<file path="src/rtl/goertzel_sequencer_if.sv">
// Sample handshake and datapath command strobes between the Goertzel sequencer
// and its surroundings; the sequencer is the master.
interface goertzel_sequencer_if;
  // sample_valid/sample_ready: a sample transfers on any cycle where both are high;
  // upstream keeps sample_valid asserted until that happens.
  logic sample_valid;
  logic sample_ready;
  logic iter_start;
  logic q_update;
  logic q_clear;
  logic pow_start;
  logic pow_capture;
  logic block_done;

  modport master (
    input  sample_valid,
    output sample_ready, iter_start, q_update, q_clear,
           pow_start, pow_capture, block_done
  );

  modport slave (
    output sample_valid,
    input  sample_ready, iter_start, q_update, q_clear,
           pow_start, pow_capture, block_done
  );
endinterface

</file>
<file path="src/rtl/goertzel_sequencer.sv">
// Control FSM for a Goertzel datapath: one iteration in flight at a time, block
// snapshot into a power pipe that overlaps accumulation of the next block.
module goertzel_sequencer #(
  parameter int N_SAMPLES = 520,
  parameter int ITER_LAT  = 12,
  parameter int POW_LAT   = 20,
  parameter int CNT_W     = 10
) (
  input  logic                 clock,
  input  logic                 reset,
  input  logic                 enable,
  goertzel_sequencer_if.master seq,
  output logic [CNT_W-1:0]     sample_index,
  output logic [15:0]          block_count,
  output logic                 busy,
  output logic [2:0]           state_dbg
);

  localparam int IT_W = $clog2(ITER_LAT + 1);
  localparam int PW_W = $clog2(POW_LAT + 1);
  localparam logic [IT_W-1:0]  ITER_PRE  = IT_W'(ITER_LAT - 1);
  localparam logic [IT_W-1:0]  ITER_LAST = IT_W'(ITER_LAT);
  localparam logic [CNT_W-1:0] IDX_LAST  = CNT_W'(N_SAMPLES - 1);
  localparam logic [PW_W-1:0]  POW_LOAD  = PW_W'(POW_LAT);
  localparam logic [PW_W-1:0]  POW_ONE   = PW_W'(1);

  typedef enum logic [2:0] {
    S_IDLE  = 3'd0,
    S_CLEAR = 3'd1,
    S_WAIT  = 3'd2,
    S_ITER  = 3'd3,
    S_SNAP  = 3'd4
  } state_t;

  state_t          state;
  logic [IT_W-1:0] iter_cnt;
  logic [PW_W-1:0] pow_cnt;
  logic            iter_start_r;
  logic            q_update_r;
  logic            q_clear_r;
  logic            pow_start_r;
  logic            pow_capture_r;

  logic accept;
  logic snap_req;
  logic fire;

  assign seq.sample_ready = (state == S_WAIT) && enable;
  assign accept           = seq.sample_ready && seq.sample_valid;

  // A block snapshot is wanted on the last q_update of a block, or while parked
  // in SNAP before the pulse went out; it fires only once the power pipe has
  // delivered (pow_cnt is zero on and after the pow_capture cycle).
  assign snap_req = ((state == S_ITER) && (iter_cnt == ITER_LAST) && (sample_index == IDX_LAST))
                 || ((state == S_SNAP) && !pow_start_r);
  assign fire     = snap_req && (pow_cnt == '0);

  always_ff @(posedge clock or posedge reset) begin
    if (reset) begin
      state        <= S_IDLE;
      iter_cnt     <= '0;
      sample_index <= '0;
      iter_start_r <= 1'b0;
      q_update_r   <= 1'b0;
      q_clear_r    <= 1'b0;
      pow_start_r  <= 1'b0;
    end else begin
      iter_start_r <= 1'b0;
      q_update_r   <= 1'b0;
      q_clear_r    <= 1'b0;
      pow_start_r  <= 1'b0;
      case (state)
        S_IDLE: begin
          if (enable) begin
            state        <= S_CLEAR;
            q_clear_r    <= 1'b1;
            sample_index <= '0;
          end
        end
        S_CLEAR: state <= S_WAIT;
        S_WAIT: begin
          if (accept) begin
            state        <= S_ITER;
            iter_start_r <= 1'b1;
            iter_cnt     <= '0;
          end else if (!enable) begin
            state <= S_IDLE;
          end
        end
        S_ITER: begin
          iter_cnt <= iter_cnt + IT_W'(1);
          if (iter_cnt == ITER_PRE) q_update_r <= 1'b1;
          if (iter_cnt == ITER_LAST) begin
            if (sample_index == IDX_LAST) begin
              state <= S_SNAP;
              if (fire) begin
                pow_start_r  <= 1'b1;
                q_clear_r    <= 1'b1;
                sample_index <= '0;
              end
            end else if (enable) begin
              state        <= S_WAIT;
              sample_index <= sample_index + CNT_W'(1);
            end else begin
              state <= S_IDLE;
            end
          end
        end
        S_SNAP: begin
          if (pow_start_r) begin
            state <= enable ? S_WAIT : S_IDLE;
          end else if (fire) begin
            pow_start_r  <= 1'b1;
            q_clear_r    <= 1'b1;
            sample_index <= '0;
          end
        end
        default: state <= S_IDLE;
      endcase
    end
  end

  // Power tracker: pow_cnt holds POW_LAT on the pow_start cycle and reaches
  // zero on the pow_capture cycle.
  always_ff @(posedge clock or posedge reset) begin
    if (reset) begin
      pow_cnt       <= '0;
      pow_capture_r <= 1'b0;
      block_count   <= '0;
    end else begin
      pow_capture_r <= (pow_cnt == POW_ONE);
      if (pow_cnt == POW_ONE) block_count <= block_count + 16'd1;
      if (fire) begin
        pow_cnt <= POW_LOAD;
      end else if (pow_cnt != '0) begin
        pow_cnt <= pow_cnt - POW_ONE;
      end
    end
  end

  assign seq.iter_start  = iter_start_r;
  assign seq.q_update    = q_update_r;
  assign seq.q_clear     = q_clear_r;
  assign seq.pow_start   = pow_start_r;
  assign seq.pow_capture = pow_capture_r;
  assign seq.block_done  = pow_capture_r;

  assign busy      = (state != S_IDLE) || (pow_cnt != '0) || pow_capture_r;
  assign state_dbg = state;

endmodule

</file>
<file path="src/flat_wrapper.sv">
// flat-port wrapper written by rule: the top's interface ports become plain ports
module goertzel_sequencer_flat 
#(
  parameter int N_SAMPLES = 520,
  parameter int ITER_LAT  = 12,
  parameter int POW_LAT   = 20,
  parameter int CNT_W     = 10
)
  (clock, reset, enable, sample_index, block_count, busy, state_dbg, seq_sample_valid, seq_sample_ready, seq_iter_start, seq_q_update, seq_q_clear, seq_pow_start, seq_pow_capture, seq_block_done);
  goertzel_sequencer_if seq_i ();
  input  logic clock;
  input  logic reset;
  input  logic enable;
  output logic [CNT_W-1:0] sample_index;
  output logic [15:0] block_count;
  output logic busy;
  output logic [2:0] state_dbg;
  input wire logic [$bits(seq_i.sample_valid)-1:0] seq_sample_valid;
  output wire logic [$bits(seq_i.sample_ready)-1:0] seq_sample_ready;
  output wire logic [$bits(seq_i.iter_start)-1:0] seq_iter_start;
  output wire logic [$bits(seq_i.q_update)-1:0] seq_q_update;
  output wire logic [$bits(seq_i.q_clear)-1:0] seq_q_clear;
  output wire logic [$bits(seq_i.pow_start)-1:0] seq_pow_start;
  output wire logic [$bits(seq_i.pow_capture)-1:0] seq_pow_capture;
  output wire logic [$bits(seq_i.block_done)-1:0] seq_block_done;
  assign seq_i.sample_valid = seq_sample_valid;
  assign seq_sample_ready = seq_i.sample_ready;
  assign seq_iter_start = seq_i.iter_start;
  assign seq_q_update = seq_i.q_update;
  assign seq_q_clear = seq_i.q_clear;
  assign seq_pow_start = seq_i.pow_start;
  assign seq_pow_capture = seq_i.pow_capture;
  assign seq_block_done = seq_i.block_done;
  goertzel_sequencer #(.N_SAMPLES(N_SAMPLES), .ITER_LAT(ITER_LAT), .POW_LAT(POW_LAT), .CNT_W(CNT_W)) u_core (.clock(clock), .reset(reset), .enable(enable), .seq(seq_i), .sample_index(sample_index), .block_count(block_count), .busy(busy), .state_dbg(state_dbg));
endmodule
</file>
<file path="config.mk">
export PLATFORM = sky130hd
export DESIGN_NAME = goertzel_sequencer_flat
export DESIGN_NICKNAME = d
export VERILOG_FILES = /design/src/rtl/goertzel_sequencer_if.sv /design/src/rtl/goertzel_sequencer.sv /design/src/flat_wrapper.sv
export SDC_FILE = /design/constraint.sdc
export NUM_CORES = 1
export LEC_CHECK = 0
export CAP_MARGIN = 20
export CORE_ASPECT_RATIO = 1.75
export CORE_UTILIZATION = 40
export DETAILED_ROUTE_END_ITERATION = 12
export HOLD_SLACK_MARGIN = 0.08
export PLACE_DENSITY = 0.73
export SYNTH_ARGS = -nofsm -noshare
export SYNTH_HDL_FRONTEND = slang
export SYNTH_SLANG_ARGS = --single-unit
</file>
<file path="constraint.sdc">
create_clock -name clock -period 2.3 [get_ports clock]
set_input_delay 0.345 -clock clock [delete_from_list [all_inputs] [get_ports clock]]
set_output_delay 0.345 -clock clock [all_outputs]
set_load 0.05 [all_outputs]
</file>
# Yosys cells after proc, flatten, opt, wreduce, memory -nomap -nowiden
# Cells that the tools add are included.
# totals
register_bits,43
in_bits,4
out_inout_bits,37
wordCells,79
# classes
addsub,4
n_eq_ne,15
muxes,30
reduce_logical,20
# ops
operator,count
10-bit 2-to-1 mux,6
10-bit one-hot mux with 3 select lines,1
3-bit 2-to-1 mux,6
"16-bit by 1-bit adder with 16-bit output, second input constant",1
3-bit one-hot mux with 5 select lines,1
"10-bit by 1-bit adder with 10-bit output, second input constant",1
"10-bit == test, second input constant",1
5-bit 2-to-1 mux,2
1-bit 2-to-1 mux,9
"4-bit == test, second input constant",2
4-bit one-hot mux with 2 select lines,1
"3-bit by 2-bit == test with 1-bit output, second input constant",2
1-bit logical AND,6
"2-bit inequality test, second input constant",3
3-bit nonzero test,2
"5-bit by 1-bit == test with 1-bit output, second input constant",1
5-bit logical NOT,1
5-bit AND reduction,1
5-bit nonzero test,1
"5-bit by 1-bit subtractor with 5-bit output, second input constant",1
"4-bit by 1-bit adder with 4-bit output, second input constant",1
4-bit 2-to-1 mux,1
"2-bit by 1-bit inequality test with 1-bit output, second input constant",2
4-bit AND reduction,1
other kinds (12),15

# Longest topological paths before layout
# depth
depth_word,9
depth_mapped,8
depth_no_buf,7

# Worst setup path after synthesis
# Ideal clock, no wire load.
# synth_timing
kind,register -> register
from,"register u_core.state[0], in the netlist u_core.state_dbg[0]"
to,register u_core.iter_cnt[2]
setup_time_ns,0.129
arrival_ns,3.105
t_required_ns,2.171
path_slack_ns,-0.934
path_stages_with_launch,7
path_buffers,1
synth_period_minus_slack_ns,3.234
path_cell_list,dfrtp_1 -> clkbuf_1 -> nor4bb_1 -> and2_1 -> nor2_1 -> o21ai_0 -> o21ai_0
# synth_via
elab_chain_cells,5
elab_cells_between_ends,8
classes_between,3 x eq/ne; 1 x mux; 4 x reduce/logical
# synth_rtl
item,line,text
from (decl),goertzel_sequencer.sv:35,state_t state;
from (signal assigned),goertzel_sequencer.sv:111,state <= enable ? S_WAIT : S_IDLE;
3-bit by 2-bit == test with 1-bit output,goertzel_sequencer.sv:48,assign seq.sample_ready = (state == S_WAIT) && enable;
1-bit logical AND,goertzel_sequencer.sv:48,
net seq_sample_ready,flat_wrapper.sv:19,output wire logic [$bits(seq_i.sample_ready)-1:0] seq_sample_ready;
1-bit logical AND,goertzel_sequencer.sv:49,assign accept = seq.sample_ready && seq.sample_valid;
2-bit by 1-bit inequality test with 1-bit output (no source line),-,
2-bit AND reduction (no source line),-,
to (signal assigned),goertzel_sequencer.sv:91,iter_cnt <= iter_cnt + IT_W'(1);
to (decl),goertzel_sequencer.sv:36,logic [IT_W-1:0] iter_cnt;
# The timed path passes the listed nets, and every way through them passes these cells.
# A chain may end at the register's enable or synchronous reset.

# Final worst setup path
# layout_timing
from,register u_core.pow_cnt[0]
to,register u_core.sample_index[5]
# layout_via
elab_chain_cells,6
elab_cells_between_ends,7
classes_between,5 x mux; 2 x reduce/logical
# layout_rtl
item,line,text
from (decl),goertzel_sequencer.sv:37,logic [PW_W-1:0] pow_cnt;
from (signal assigned),goertzel_sequencer.sv:136,pow_cnt <= pow_cnt - POW_ONE;
5-bit logical NOT *,goertzel_sequencer.sv:56,assign fire = snap_req && (pow_cnt == '0);
1-bit logical AND *,goertzel_sequencer.sv:56,
10-bit 2-to-1 mux *,-,
10-bit 2-to-1 mux (2 in a row),-,
10-bit one-hot mux with 3 select lines *,-,
to (signal assigned),goertzel_sequencer.sv:103,sample_index <= sample_index + CNT_W'(1);
to (decl),goertzel_sequencer.sv:13,"output logic [CNT_W-1:0] sample_index,"
# Every way passes the cells marked *; elsewhere a longest branch is shown, timed or not. The select of a mux whose other input is x is not followed.

==> flow_summary.json <==
{
  "tritoncts": "built",
  "hp-class": "in -> async",
  "synth_cell_types": 47,
  "globalplace.congestion": 0.816,
  "p_per_area_mw_per_mm2": 741,
  "cts_hold_buf": 0,
  "grtUsageTotal_pct": 19.0,
  "syn_inst": 228,
  "synth_edf_count": 0,
  "max_slew_margin_pct": 63.5,
  "wl_per_cell_um": 14.3,
  "n_fill_cell": 489,
  "cts-buffers-inserted": 5,
  "via_per_inst": 5.22,
  "end_kind": "flop",
  "drc": 0,
  "hold_viol": 0,
  "synth_top_cells_by_area": "dfrtp_1 48%, ha_1 3.9%, xnor2_1 3.9%, nand2_1 3.5%, a21oi_1 3.1%",
  "wirelength_um": 4980,
  "rrSetupSlack_ns": 0.17,
  "ant_nets": 0,
  "dpl.cell_count": 341,
  "syn_nets": 239,
  "final_cell_mix": "43 x dfrtp_1, 38 x clkdlybuf4s50_1, 21 x nand2_1, 18 x nor2_1, 14 x a21oi_1",
  "hold_ws_ns": 0.472,
  "antenna_cells": 0,
  "stdcell_area_mm2": 0.00289,
  "tns_ns": 0,
  "fp.dieW_um": 58.4,
  "clock_latency_ns": 0.30,
  "drive_gt1_share_pct": 12.0,
  "r2r_cells": 7,
  "synth_top_area_share_pct": 48.3,
  "postLayoutCoreUtil_pct": 54.5,
  "cp.required_ns": 2.48,
  "stdcell_count": 349,
  "maxSlewViolCount": 0,
  "grt.overflow.total": 0,
  "postSynthAreaPerCell_um2": 9.78,
  "port_buffers": 40,
  "die_area_mm2": 0.00589,
  "cts_root_buf": "clkbuf_8",
  "grt_max_degree": 44,
  "first_iter_violations": 69,
  "clock_skew_ns": 0.00668,
  "layout_commonest_cell": "dfrtp_1",
  "worst-path-max-fanout": 7,
  "synth_top_flop_cell": "dfrtp_1",
  "initial_utilization_pct": 42.1,
  "fmax_mhz": 469,
  "synth.largest_area_cell": "dfrtp_1",
  "rr_endpoint": "u_core.sample_index[5]$_DFFE_PP0P_",
  "dpl_cell_area_mm2": 0.00276,
  "dieHeight_um": 101,
  "peakVddDrop_mv": 0.453,
  "power_leakage_nw": 1.22,
  "worstReg2RegStart": "u_core.pow_cnt[0]$_DFFE_PP0P_",
  "ys_ff_latch": 43,
  "netlist_area_mm2": 0.00223,
  "dpl.hpwl_um": 3610,
  "floorplan.io_pins": 41,
  "cts.sinks": 43,
  "status": "complete, no violations",
  "cp-start-kind": "flop",
  "arrival_ns": 2.32,
  "ys_seq_area_share_pct": 48.3,
  "antenna_found_initial": 0,
  "htree_levels": 2,
  "tightest_slew_ns": 0.546,
  "rsz0062_at_grt": "no",
  "critPathKind": "reg -> reg",
  "final.period_utilization_pct": 92.7,
  "setup_viol": 0,
  "nNetsFinal": 285,
  "grt_pass1_vias": 1850,
  "coreArea_mm2": 0.00530,
  "clock_path_buffers": 2,
  "yosys_warnings": 0,
  "ys_async_sr_fraction_pct": 100,
  "via_count": 1822,
  "cap_violations": 0,
  "row_count": 35,
  "cts.clk_slew.worst_paths_ns": 0.08,
  "drtPass1Iterations": 4,
  "area_delta_synth_final_pct": 29.5,
  "grt_pass1_wl_um": 8450,
  "fin_crit_ns": 2.13
}
[registers in the layout, indices dropped and copies added, names as in the netlist]
signal	cells
u_core.block_count	16
u_core.sample_index	10
u_core.pow_cnt	5
u_core.iter_cnt	4
u_core.state_dbg	3
u_core.seq.block_done	1
u_core.seq.iter_start	1
u_core.seq.pow_start	1
u_core.seq.q_clear	1
u_core.seq.q_update	1
[critical path: stages, from the launching register on]
cell,delay [ns]
dfrtp_1,0.43
inv_1,0.10
ha_1,0.22
or4b_4,0.53
o21ai_1,0.18
mux2i_1,0.16
nor2_2,0.29
a21oi_1,0.11
[cells by family (layout without fill, tap and decap cells)]
kind of cell,Yosys count,count (layout),share of synthesized area [%]
fa+ha+maj,7,7,3.93
xor+xnor,17,17,6.68
buf+inv,18,65,3.25
compound gates,48,48,13.6
simple gates,91,91,22.3
flops,43,43,48.3
mux,4,4,1.96
[worst max path at each step]
stage	startpoint	to
final	u_core.pow_cnt[0]$_DFFE_PP0P_	u_core.sample_index[5]$_DFFE_PP0P_
after global routing	u_core.pow_cnt[0]$_DFFE_PP0P_	u_core.sample_index[4]$_DFFE_PP0P_
after CTS	u_core.pow_cnt[0]$_DFFE_PP0P_	busy
after detailed placement	u_core.pow_cnt[0]$_DFFE_PP0P_	u_core.sample_index[5]$_DFFE_PP0P_
after global placement	u_core.pow_cnt[0]$_DFFE_PP0P_	u_core.sample_index[6]$_DFFE_PP0P_
after floorplan	u_core.state_dbg[2]$_DFFE_PP0P_	u_core.state_dbg[1]$_DFFE_PP0P_
[routing by layer]
metal | GRT usage, % | vias to the layer above | wire length (um)
met3 | 3.59 | 12 | 208
met1 | 20.0 | 867 | 1990
met4 | 10.4 | 0 | 142
met2 | 34.3 | 54 | 2640
li1 | - | 889 | -
met5 | 0 | - | 0
[per-stage QoR]
stage / worst slack, ns / total power, mW
final: 0.168 / 2.14
after global routing: 0.000869 / 2.25
after CTS: 0.107 / 2.16
after global placement: 0.237 / 1.53
after detailed placement: 0.133 / 1.54
after floorplan: 0.0363 / 1.37
[Yosys cell counts (all sizes together) (2+ instances only)]
| cell type | count |
|---|---|
| inv | 11 |
| nor4b | 2 |
| a21oi | 15 |
| and3 | 2 |
| xor2 | 7 |
| mux2 | 3 |
| clkbuf | 5 |
| or4b | 2 |
| nand4 | 5 |
| nor3 | 6 |
| buf | 2 |
| xnor2 | 10 |
| nor2 | 20 |
| dfrtp | 43 |
| ha | 7 |
| o21ai | 16 |
| nor4 | 2 |
| or3 | 3 |
| o211ai | 3 |
| o21a | 2 |
| nand3 | 13 |
| a31oi | 3 |
| o22ai | 2 |
| nand3b | 3 |
| and2 | 3 |
| nand2 | 21 |
| o31ai | 2 |
| or2 | 2 |
| nor3b | 2 |
| nand2b | 3 |
[report_power, final]
group	switching (mW)	internal, mW
registers	0.0986	0.814
logic	0.372	0.238
clock network	0.266	0.351
[what timing repair did]
item / in CTS / in global routing
gates resized for setup: 0 / 2
setup endpoints to repair: 0 / 8
hold endpoints to repair: 0 / 0
buffers inserted: 0 / 0
[area by class of cell]
class	count	area [um^2]	area share, %
clock buffer	6	82.6	2.86
timing repair buffer	46	453	15.7
multi-input combinational	167	1110	38.3
inverter	11	41.3	1.43
tap	74	92.6	3.21
sequential	43	1080	37.3
clock inverter	2	35.0	1.21
Note: power is estimated with default switching activity, not from simulation.
